`config.mk`:
```
export PLATFORM = sky130hd
export DESIGN_NAME = fetch_ctrl
export DESIGN_NICKNAME = d
export VERILOG_FILES = /design/src/rtl/fetch_ctrl.sv
export SDC_FILE = /design/constraint.sdc
export NUM_CORES = 1
export LEC_CHECK = 0
export BUFFER_PORTS_ARGS = -buffer_cell sky130_fd_sc_hd__buf_2
export CAP_MARGIN = 0
export CORE_MARGIN = 10
export CORE_UTILIZATION = 55
export DETAILED_ROUTE_END_ITERATION = 6
export HOLD_SLACK_MARGIN = 0.03
export PLACE_DENSITY = 0.84
export SYNTH_ARGS = -nofsm -noshare
export SYNTH_HDL_FRONTEND = slang
export SYNTH_SLANG_ARGS = --single-unit
```
`constraint.sdc`:
```
create_clock -name clk -period 6.2 [get_ports clk]
set_input_delay 0.31 -clock clk [delete_from_list [all_inputs] [get_ports clk]]
set_output_delay 0.31 -clock clk [all_outputs]
set_load 0.005 [all_outputs]
```
`src/rtl/fetch_ctrl.sv`:
```
// Purpose: instruction-fetch sequencer; owns the PC, issues one outstanding imem read, presents words downstream.
// Latency: REQ -> RESP -> OUT, inst_valid earliest 2 edges after the first REQ cycle; peak 1 instruction / 3 cycles.
// Backpressure: inst_ready=0 holds OUT (no new request); imem_req is held until imem_ack, never withdrawn.
//
// Ports:
//   clk, reset_n                 clock, synchronous active-low reset
//   run, halt_req                start/resume in IDLE; request a stop at the next request boundary
//   imem_req/addr/ack            fetch request handshake (address stable until ack)
//   imem_rvalid/rdata            read response, at most one per accepted request
//   inst_valid/ready/pc/data     downstream instruction handshake
//   redirect_en/addr             next-PC redirect from the address calculator
//   busy, misalign_err           not-idle status; sticky misaligned-redirect flag
module fetch_ctrl #(
  parameter logic [31:0] RESET_PC = 32'h0000_0000
) (
  input  logic        clk,
  input  logic        reset_n,
  input  logic        run,
  input  logic        halt_req,
  output logic        imem_req,
  output logic [31:0] imem_addr,
  input  logic        imem_ack,
  input  logic        imem_rvalid,
  input  logic [31:0] imem_rdata,
  output logic        inst_valid,
  input  logic        inst_ready,
  output logic [31:0] inst_pc,
  output logic [31:0] inst_data,
  input  logic        redirect_en,
  input  logic [31:0] redirect_addr,
  output logic        busy,
  output logic        misalign_err
);

  typedef enum logic [1:0] {IDLE, REQ, RESP, OUT} state_t;

  state_t      state, state_n;
  logic [31:0] pc, pc_n;
  logic        discard, discard_n;
  logic        halt_pend, halt_pend_n;
  logic        imem_req_n;
  logic [31:0] imem_addr_n;
  logic        inst_valid_n;
  logic [31:0] inst_pc_n;
  logic [31:0] inst_data_n;
  logic        busy_n;
  logic        misalign_err_n;

  logic        redir_ok;
  logic        redir_bad;
  logic        stop;
  logic        fetch_next;

  always_comb begin
    state_n        = state;
    pc_n           = pc;
    discard_n      = discard;
    imem_req_n     = imem_req;
    inst_valid_n   = inst_valid;
    inst_pc_n      = inst_pc;
    inst_data_n    = inst_data;
    fetch_next     = 1'b0;

    // Redirects only mean something while a fetch stream is active.
    redir_ok  = redirect_en && (redirect_addr[1:0] == 2'b00) && (state != IDLE);
    redir_bad = redirect_en && (redirect_addr[1:0] != 2'b00) && (state != IDLE);

    // A halt seen this cycle already counts for a boundary reached this cycle.
    stop           = halt_pend | halt_req | redir_bad;
    halt_pend_n    = stop;
    misalign_err_n = misalign_err | redir_bad;

    if (redir_ok) begin
      pc_n = redirect_addr;
    end

    case (state)
      IDLE: begin
        if (run) begin
          state_n     = REQ;
          imem_req_n  = 1'b1;
          halt_pend_n = 1'b0;
        end
      end
      REQ: begin
        // The in-flight request belongs to the stale path once redirected.
        discard_n = discard | redir_ok;
        if (imem_ack) begin
          state_n    = RESP;
          imem_req_n = 1'b0;
        end
      end
      RESP: begin
        if (imem_rvalid) begin
          if (discard || redir_ok) begin
            discard_n  = 1'b0;
            fetch_next = 1'b1;
          end else begin
            inst_valid_n = 1'b1;
            inst_pc_n    = pc;
            inst_data_n  = imem_rdata;
            state_n      = OUT;
          end
        end else begin
          discard_n = discard | redir_ok;
        end
      end
      OUT: begin
        // Redirect wins over the sequential increment, even with inst_ready.
        if (redir_ok) begin
          inst_valid_n = 1'b0;
          fetch_next   = 1'b1;
        end else if (inst_ready) begin
          pc_n         = pc + 32'd4;
          inst_valid_n = 1'b0;
          fetch_next   = 1'b1;
        end
      end
      default: begin
        state_n    = IDLE;
        imem_req_n = 1'b0;
      end
    endcase

    if (fetch_next) begin
      if (stop) begin
        state_n    = IDLE;
        imem_req_n = 1'b0;
      end else begin
        state_n    = REQ;
        imem_req_n = 1'b1;
      end
    end

    // An unacknowledged request keeps its address; otherwise track the PC.
    imem_addr_n = ((state == REQ) && !imem_ack) ? imem_addr : pc_n;
    busy_n      = (state_n != IDLE);
  end

  always_ff @(posedge clk) begin
    if (!reset_n) begin
      state        <= IDLE;
      pc           <= RESET_PC;
      discard      <= 1'b0;
      halt_pend    <= 1'b0;
      imem_req     <= 1'b0;
      imem_addr    <= RESET_PC;
      inst_valid   <= 1'b0;
      inst_pc      <= 32'h0;
      inst_data    <= 32'h0;
      busy         <= 1'b0;
      misalign_err <= 1'b0;
    end else begin
      state        <= state_n;
      pc           <= pc_n;
      discard      <= discard_n;
      halt_pend    <= halt_pend_n;
      imem_req     <= imem_req_n;
      imem_addr    <= imem_addr_n;
      inst_valid   <= inst_valid_n;
      inst_pc      <= inst_pc_n;
      inst_data    <= inst_data_n;
      busy         <= busy_n;
      misalign_err <= misalign_err_n;
    end
  end

endmodule

```
==> impl_results.md <==
- Mapped cell area: 0.00570 mm²
- Port bufs: 171
- Leakage power: 3.00 nW
- IO Count: 172
- Max Used Layer: met4
- Worst reg2reg path depth: 6
- Detailed Route Iter0 Violations: 587
- Share of layout cells above drive strength 1: 25.7%
- Antenna violations before repair: 0
- Largest family of logic cells by synthesized area: simple AND/OR/NAND/NOR gates
- Synth Area in Simple Gates: 26.9%
- Highest cell delay on the worst timing path: 0.92 ns
- # Post-CTS Setup Buffers: 0
- Total of fill cells in the finished design: 856
- Switch share: 23.4%
- Area delta synth->final: 26.7%
- Largest net degree at the start of global routing: 65
- Combinational share of power: 7.6%
- Syn_nets: 787
- Post-Place Cell Area: 0.00654 mm²
- Skew-Pair Late Insertion Delay: 0.52 ns
- TritonCTS clock tree: built
- Synthesis warning total: 0
- Rows: 37
- R2R setup slack: 3.31 ns
- Detailed-route DRC error count: 0
- Crit. End Element: flip-flop
- Crit path launch type: flip-flop
- RSZ-0062 raised after global routing: false
- Total CTS buffers: 17
- PnR Total Power: 2.02 mW
- Worst-Margin Slew: 1.11 ns
- Number of synthesized flops with an enable pin: 0
- Critical path type: flip-flop to flip-flop
- Synthesized instance count: 714
- Required @ worst endpoint: 6.64 ns
- P_sw: 0.472 mW
- Final min period: 2.89 ns
- Adder-cell share of the synthesized area: 0.220%
- Worst Path Arrival: 3.33 ns
- Via count: 5779
- Vias per cell: 5.68
- Post-synthesis mux area share: 0.878%
- Post-synthesis xor/xnor area fraction: 1.84%
- WP buf/inv: 1
- Clock slew at reported path FFs: 0.06 ns
- Grt total ovfl: 0
- Full die area: 0.0148 mm²
- Synth cell types: 50
- Drt wl/cell: 17.4 µm
- Peak VDD IR: 149 µV
- Final #Nets: 944
- DRT Wirelength: 17700 µm
- Final Cycle Share: 46.7%
- Clock power share: 46.5%
- Path category of the worst min-delay check: primary input to flip-flop
- Clock Path Buffers: 2
- R2R Path Start: state[0]
- Root buf cell: clkbuf_8
- Clk sinks: 136
- Status: completed
- Die Y: 122 µm
- Sequential fraction of design power: 45.8%
- Core area: 0.0102 mm²
- First-pass GRT wire length: 27600 µm
- Die width: 122 µm
- Internal power: 1.55 mW
- All-Layer GR Usage: 22.9%
- Worst hold path startpoint: imem_rdata[18]
- # setup viols final: 0
- Vias in the first global route: 5615
- Most frequent cells in the layout: 171 x buf_2, 162 x nand2_1, 136 x dfxtp_1
- Max frequency: 346 MHz
- Syn avg cell area: 7.98 µm²
- Met1 WL: 7410 µm
- RD Place Congestion: 0.907
- Hold Path Stages: 3
- Met2 WL: 8540 µm
- Rel. slew slack: 26.1%
- Setup_tns: 0 ns
- Ys flop type: dfxtp_1
- Final Max Slew Viols: 0
- Slowest CP cell: or3_2
- Skew final: 0.00709 ns
- Commonest non-fill, non-tap cell in the layout: buf_2
- Pre-antenna DRT Iters: 5
- CP cell instances: o21ai_0 -> nor3_2 -> buf_4 -> or3_2 -> nand2_1 -> a21oi_1
- Hpwl dp: 12200 µm
- H-tree depth: 4
- Max-Cap Viols: 0
- CP delay by family, top: simple AND/OR/NAND/NOR gates
- Crit path max fanout: 64
- Hold_ws: 0.0408 ns
- Post-synthesis register bit count: 136
- Seq/Total Area, Yosys: 47.8%
- Final instance area: 0.00722 mm²
- Worst Hold End: inst_data[18]
- Synth async-reset ratio: 0%
- Final ANT Viol Nets: 0
- Met3 wire len: 1350 µm
- Final Hold Viols: 0
- Initial core utilization: 55.7%
- Pwr dens: 280 mW/mm²
- Compound-Gate Fraction of Synth Area: 17.4%
- Reg2reg end: inst_data[25]
-- layer usage --
metal | vias up | global-route usage, %
li1 | 2812 | -
met1 | 2688 | 28.1
met2 | 245 | 37.6
met3 | 34 | 5.64
met4 | 0 | 9.31
met5 | - | 0
-- logic make-up after synthesis --
logic type / Yosys count
adder cells (fa/ha/maj): 1
flip-flops: 136
multiplexers: 5
XOR/XNOR: 12
buffers and inverters: 63
AO/OA/AOI/OAI: 167
AND/OR/NAND/NOR: 330
-- metrics by stage --
stage	setup WS, ns	utilization (%)	cells
after floorplan	4.21	-	714
after global placement	3.58	63.9	975
after detailed placement	3.40	63.9	975
after CTS	3.35	70.5	1016
after global routing	3.02	70.5	1016
final	3.31	70.6	1017
-- tightest hold or removal path: stages --
cell,delay [ns]
buf_2,0.10
nand2_1,0.05
a21oi_1,0.05
-- cell type report --
cell class	instances	area [µm²]	share of cell area, %
repair buffers	190	1030	14.3
flip-flops and latches	136	2720	37.7
multi-input cells	515	2700	37.5
clock buffers	20	445	6.17
diodes	1	2.50	0.0347
well taps	136	170	2.36
clock inverters	8	101	1.40
inverters	11	41.3	0.572
-- worst max path at each step --
stage / startpoint / to / slack, ns / depth (start not counted)
after global placement: state[0] / state[0] / 3.58 / 5
final: state[0] / inst_data[25] / 3.31 / 6
after global routing: state[0] / inst_data[25] / 3.02 / 6
after floorplan: pc[6] / imem_addr[21] / 4.21 / 6
after CTS: state[0] / inst_data[17] / 3.35 / 6
after detailed placement: state[0] / inst_pc[2] / 3.40 / 6
-- power groups by stage --
stage | clock [mW] | combinational [mW] | sequential [mW]
6_report | 0.939 | 0.154 | 0.925
3_3_place_gp | 0 | 0.141 | 0.940
4_1_cts | 0.946 | 0.153 | 0.923
2_1_floorplan | 0 | 0.0862 | 0.936
5_1_grt | 0.989 | 0.169 | 0.927
3_5_place_dp | 0 | 0.146 | 0.942
-- flip-flops by register name, summed over array words and instances, names as in the netlist --
signal,cells
imem_req,1
halt_pend,1
pc,32
imem_addr,32
busy,1
misalign_err,1
inst_valid,1
inst_pc,32
discard,1
state,2
inst_data,32
-- synthesized netlist by cell type (5+ instances only) --
library cell | instances | area [µm²]
nand2_1 | 162 | 608
dfxtp_1 | 136 | 2720
a21oi_1 | 83 | 415
nor2_1 | 49 | 184
o21ai_0 | 32 | 160
clkbuf_1 | 31 | 116
nor3_1 | 31 | 155
nand3_1 | 30 | 150
nor4_1 | 16 | 100
buf_2 | 12 | 60.1
a31oi_1 | 11 | 68.8
inv_1 | 10 | 37.5
nand4_1 | 10 | 62.6
or3_1 | 7 | 43.8
a31o_2 | 6 | 52.6
and3_1 | 6 | 37.5
o21a_1 | 6 | 45.0
o31ai_1 | 6 | 45.0
xnor2_1 | 6 | 52.6
xor2_1 | 6 | 52.6
mux2i_1 | 5 | 50.1
-- what timing repair did --
item,in CTS,in global routing
gates resized for setup,0,0
hold buffers,13,0
endpoints found under the hold margin,13,0
Power figures use the tool's default switching activity.
